<file path="src/rtl/mode6_operand_feeder.sv">
// Operand feeder for the fp16 mode-6 subtract stage.
// Streams (x - max) beats from the buffer, each paired with the latched ln(sum) operand.
module mode6_operand_feeder #(
  parameter int DATAWIDTH = 16,
  parameter int ADDRWIDTH = 8
) (
  input  logic                   clk,
  input  logic                   reset_n,
  input  logic                   start,
  input  logic [ADDRWIDTH-1:0]   base_addr,
  input  logic [ADDRWIDTH-1:0]   beats_m1,
  input  logic [DATAWIDTH-1:0]   logsum_in,
  input  logic                   logsum_valid,
  output logic                   mem_rd_en,
  output logic [ADDRWIDTH-1:0]   mem_rd_addr,
  input  logic [4*DATAWIDTH-1:0] mem_rd_data,
  output logic [DATAWIDTH-1:0]   a_out0,
  output logic [DATAWIDTH-1:0]   a_out1,
  output logic [DATAWIDTH-1:0]   a_out2,
  output logic [DATAWIDTH-1:0]   a_out3,
  output logic [DATAWIDTH-1:0]   b_out,
  output logic                   out_valid,
  input  logic                   out_ready,
  output logic                   busy,
  output logic                   done
);

  localparam int WW = 4 * DATAWIDTH;
  localparam logic [ADDRWIDTH-1:0] ONE_A = 1;
  localparam logic [ADDRWIDTH:0]   ONE_I = 1;

  typedef enum logic [1:0] {
    IDLE,
    WAIT_LS,
    STREAM,
    DONE
  } state_t;

  state_t               state_q;
  logic [WW-1:0]        q_mem_q [2];
  logic                 q_head_q;
  logic                 q_tail_q;
  logic [1:0]           q_cnt_q;
  logic                 inflight_q;
  logic [ADDRWIDTH-1:0] ptr_q;
  logic [ADDRWIDTH:0]   iss_rem_q;
  logic [ADDRWIDTH-1:0] acc_rem_q;
  logic [DATAWIDTH-1:0] b_q;

  logic          pop;
  logic          push;
  logic          issue;
  logic [1:0]    occ_after;
  logic [WW-1:0] head;

  // Issue only while the queue plus the in-flight read leave room.
  always_comb begin
    pop       = (q_cnt_q != 2'd0) && out_ready;
    push      = inflight_q;
    occ_after = q_cnt_q - {1'b0, pop};
    issue     = (state_q == STREAM)
             && (iss_rem_q != '0)
             && ((occ_after + {1'b0, inflight_q}) < 2'd2);
    head      = q_mem_q[q_head_q];
  end

  always_ff @(posedge clk) begin
    if (!reset_n) begin
      state_q    <= IDLE;
      q_mem_q[0] <= '0;
      q_mem_q[1] <= '0;
      q_head_q   <= 1'b0;
      q_tail_q   <= 1'b0;
      q_cnt_q    <= 2'd0;
      inflight_q <= 1'b0;
      ptr_q      <= '0;
      iss_rem_q  <= '0;
      acc_rem_q  <= '0;
      b_q        <= '0;
    end else begin
      inflight_q <= issue;
      if (push) begin
        q_mem_q[q_tail_q] <= mem_rd_data;
        q_tail_q          <= ~q_tail_q;
      end
      if (pop)
        q_head_q <= ~q_head_q;
      q_cnt_q <= q_cnt_q + {1'b0, push} - {1'b0, pop};
      if (issue) begin
        ptr_q     <= ptr_q + ONE_A;
        iss_rem_q <= iss_rem_q - ONE_I;
      end
      unique case (state_q)
        IDLE: begin
          if (start) begin
            ptr_q     <= base_addr;
            iss_rem_q <= {1'b0, beats_m1} + ONE_I;
            acc_rem_q <= beats_m1;
            if (logsum_valid) begin
              b_q     <= logsum_in;
              state_q <= STREAM;
            end else begin
              state_q <= WAIT_LS;
            end
          end
        end
        WAIT_LS: begin
          if (logsum_valid) begin
            b_q     <= logsum_in;
            state_q <= STREAM;
          end
        end
        STREAM: begin
          if (pop) begin
            if (acc_rem_q == '0)
              state_q <= DONE;
            else
              acc_rem_q <= acc_rem_q - ONE_A;
          end
        end
        DONE:    state_q <= IDLE;
        default: state_q <= IDLE;
      endcase
    end
  end

  assign mem_rd_en   = issue;
  assign mem_rd_addr = ptr_q;
  assign a_out0      = head[DATAWIDTH-1:0];
  assign a_out1      = head[2*DATAWIDTH-1:DATAWIDTH];
  assign a_out2      = head[3*DATAWIDTH-1:2*DATAWIDTH];
  assign a_out3      = head[4*DATAWIDTH-1:3*DATAWIDTH];
  assign b_out       = b_q;
  assign out_valid   = (q_cnt_q != 2'd0);
  assign busy        = (state_q != IDLE);
  assign done        = (state_q == DONE);

endmodule

</file>
<file path="config.mk">
export PLATFORM = sky130hd
export DESIGN_NAME = mode6_operand_feeder
export DESIGN_NICKNAME = d
export VERILOG_FILES = /design/src/rtl/mode6_operand_feeder.sv
export SDC_FILE = /design/constraint.sdc
export NUM_CORES = 1
export LEC_CHECK = 0
export CORE_UTILIZATION = 52
export CTS_BUF_LIST = sky130_fd_sc_hd__clkbuf_8
export CTS_CLUSTER_DIAMETER = 150
export CTS_CLUSTER_SIZE = 24
export DETAILED_ROUTE_END_ITERATION = 10
export GPL_TIMING_DRIVEN = 0
export PLACE_DENSITY = 0.79
export RECOVER_POWER = 25
export REMOVE_ABC_BUFFERS = 1
export SYNTH_ARGS = -nofsm -noshare
export SYNTH_HDL_FRONTEND = slang
export SYNTH_SLANG_ARGS = --single-unit
</file>
<file path="constraint.sdc">
create_clock -name clk -period 7.2 [get_ports clk]
set_input_delay 0.72 -clock clk [delete_from_list [all_inputs] [get_ports clk]]
set_output_delay 0.72 -clock clk [all_outputs]
set_load 0.005 [all_outputs]
</file>
==> results.py <==
metrics = {
    "clock_tree": {
        "clock_path_buffers": 2,
        "cts_buffers": 17,
        "clkSinkCount": 177,
        "cts_resized": 0,
        "htree_levels": 4,
        "root_buffer": "clkbuf_8",
        "cts_tree": "done",
        "path_clk_slew_ps": 100,
        "cts_setup_buffers": 0,
        "clock_latency_ps": 450,
        "postCtsHoldBufs": 0,
    },
    "placement": {
        "placed_area_sq_um": 10300,
        "portBuffers": 192,
        "gp_congestion": 0.852,
        "dp_hpwl_um": 12100,
    },
    "route": {
        "dr.pass1.iters": 4,
        "wl_per_cell_um": 17.3,
        "routed-via-count": 5674,
        "drtAntennaViolNets": 0,
        "drt_wl_total_um": 18000,
        "via_per_inst": 5.47,
        "drt_iter0_drc": 338,
        "drc": 0,
    },
    "sta": {
        "rsz0062_at_grt": "no",
        "holdWs_ps": 497,
        "hold_violations": 0,
        "period_share": 0.591,
        "max_slew_margin": -0.108,
        "worstMarginPinSlew_ps": 1660,
        "max_freq_mhz": 235,
        "setup_viol": 0,
        "period_needed_ps": 4260,
        "skew_ps": 13.4,
        "drv_slew": 69,
    },
    "worst_setup_path": {
        "crit_type": "in -> out",
        "cp_cell_sequence": "dlygate4sd3_1 -> o21ai_0 -> xnor2_1 -> ha_1 -> and2_1 -> mux2i_2 -> buf_6 -> nor2_1 -> clkdlybuf4s50_1",
        "start_kind": "input port",
        "end_kind": "primary output",
        "crit_start": "out_ready",
        "crit_cells": 9,
        "r2r-end": "q_mem_q[0][36]$_SDFFCE_PN0P_",
        "cpMaxStageDelayCell": "dlygate4sd3_1",
        "reg2reg_from": "inflight_q$_SDFF_PN0_",
        "arrival_ps": 3540,
        "r2r_cells": 3,
        "crit_end": "mem_rd_en",
        "required_ps": 6480,
        "cp_top_family": "buffers and inverters",
        "worst-path-max-fanout": 19,
        "r2r_slack_ps": 3730,
        "slowest_delay_ps": 600,
        "timing.critical_path.buf_inv": 3,
    },
    "grt": {
        "grt_pass1_wl_um": 28400,
        "grt_pass1_vias": 5779,
        "track_usage": 0.228,
        "grt_overflow_total": 0,
        "grt_max_degree": 65,
        "antenna_found_initial": 1,
    },
    "final_layout": {
        "nets": 947,
        "fillers": 1097,
        "drive_gt1_frac": 0.140,
        "layout_commonest_cell": "clkdlybuf4s50_1",
        "final_util": 0.701,
        "antenna-diode-count": 0,
        "areaGrowthSynthToFinish_pct": 31.8,
        "fin_area_sq_um": 10700,
        "layout_common_cells": "clkdlybuf4s50_1, and2_1, edfxtp_1",
        "multi_input_area_sq_um": 3090,
        "seqCellArea_sq_um": 4830,
    },
    "synthesis": {
        "synth_cell_types": 49,
        "yosysTopAreaCell": "edfxtp_1",
        "synthCells": 653,
        "ys_top_cells_by_area": "edfxtp_1, dfxtp_1, and2_1, mux2_2, mux2i_1",
        "async_flop_share": 0,
        "synth_flop_cell": "edfxtp_1",
        "ys_seq_area_frac": 0.597,
        "yosys_warnings": 0,
        "ys_seq_elements": 177,
        "syn-cell-area_sq_um": 8080,
        "synth_edf_count": 128,
        "synth.top_cell.area_share": 0.476,
        "avgSynthCellArea_sq_um": 12.4,
    },
    "floorplan": {
        "rows": 45,
        "die_x_um": 127,
        "ioPinCount": 193,
        "die_y_um": 127,
        "initial_utilization": 0.532,
        "core_area_sq_um": 15200,
        "die_area_sq_um": 16000,
    },
    "power_and_ir_drop": {
        "powerDensity_nw_per_um2": 301,
        "p_leak_nw": 4.09,
        "power.total_mw": 3.21,
        "vdd_drop_max_uv": 207,
    },
    "hold_path": {
        "min_from": "b_out[12]$_SDFFE_PN0P_",
        "hp-class": "reg -> reg",
    },
    "status": {
        "violations": "max-capacitance violations, max-slew violations",
        "status": "finished with violations",
    },
    "flow_run": {
        "drv_cap": 3,
    },
}
state kept, by name, indices dropped and copies added (netlist names), named ones only:
register	flops
acc_rem_q	8
q_cnt_q	2
iss_rem_q	9
b_out	16
mem_rd_addr	8
q_mem_q	128
q_tail_q	1
inflight_q	1
q_head_q	1
state_q	2
worst min path at each step:
stage / end / slack (ps) / cells after the start
after floorplan: acc_rem_q[7]$_SDFFE_PN0P_ / 460 / 2
after global routing: b_out[12]$_SDFFE_PN0P_ / 540 / 2
after global placement: acc_rem_q[7]$_SDFFE_PN0P_ / 480 / 2
after detailed placement: b_out[12]$_SDFFE_PN0P_ / 480 / 2
final: b_out[12]$_SDFFE_PN0P_ / 500 / 2
after CTS: acc_rem_q[7]$_SDFFE_PN0P_ / 510 / 2
layout make-up:
cell class | instances | share of cell area
sequential | 177 | 0.453
inverter | 14 | 0.00493
multi-input combinational | 425 | 0.290
timing repair buffer | 201 | 0.190
clock buffer | 17 | 0.0220
tap | 188 | 0.0221
clock inverter | 15 | 0.0183
cell usage after synthesis (10+ instances only):
master / instances
a21oi_1: 11
a31oi_1: 15
and2_1: 132
clkbuf_1: 33
dfxtp_1: 49
edfxtp_1: 128
ha_1: 10
inv_1: 13
mux2_2: 66
mux2i_1: 18
nand2_1: 13
nor2_1: 34
o21ai_0: 32
or3_1: 11
where the power goes:
part / switching, mW / internal (mW) / leakage (nW)
combinational: 0.503 / 0.581 / 2.14
clock: 0.371 / 0.367 / 0.222
sequential: 0.127 / 1.26 / 1.73
total: 1.00 / 2.21 / 4.09
layer usage:
metal | routed length, um | GRT usage
met1 | 7270 | 0.268
met3 | 1040 | 0.0426
met5 | 0 | 0
met2 | 9390 | 0.422
met4 | 269 | 0.0672
logic make-up (layout without fill, tap and decap cells):
logic type               Yosys count  in the layout  synth area share
AND/OR/NAND/NOR                  236            236             0.172
XOR/XNOR                          10             10            0.0108
adder cells (fa/ha/maj)           10             10            0.0155
buffers and inverters             51            247            0.0246
flip-flops                       177            177             0.597
AO/OA/AOI/OAI                     85             85            0.0656
multiplexers                      84             84             0.114
worst reg2reg max path: cells and delay by family (launching register included):
kind / cells / cell delay (ps)
buf+inv: 2 / 1390
flops: 1 / 460
compound gates: 1 / 1210
metrics by stage:
step	setup slack (ps)	std cells	TNS (ps)
finish	2940	1037	0
global route	2740	1037	0
CTS	3000	1037	0
detailed placement	2640	1005	0
global placement	-923	996	-107400
floorplan	1650	616	0
(Power assumes the default switching activity.)
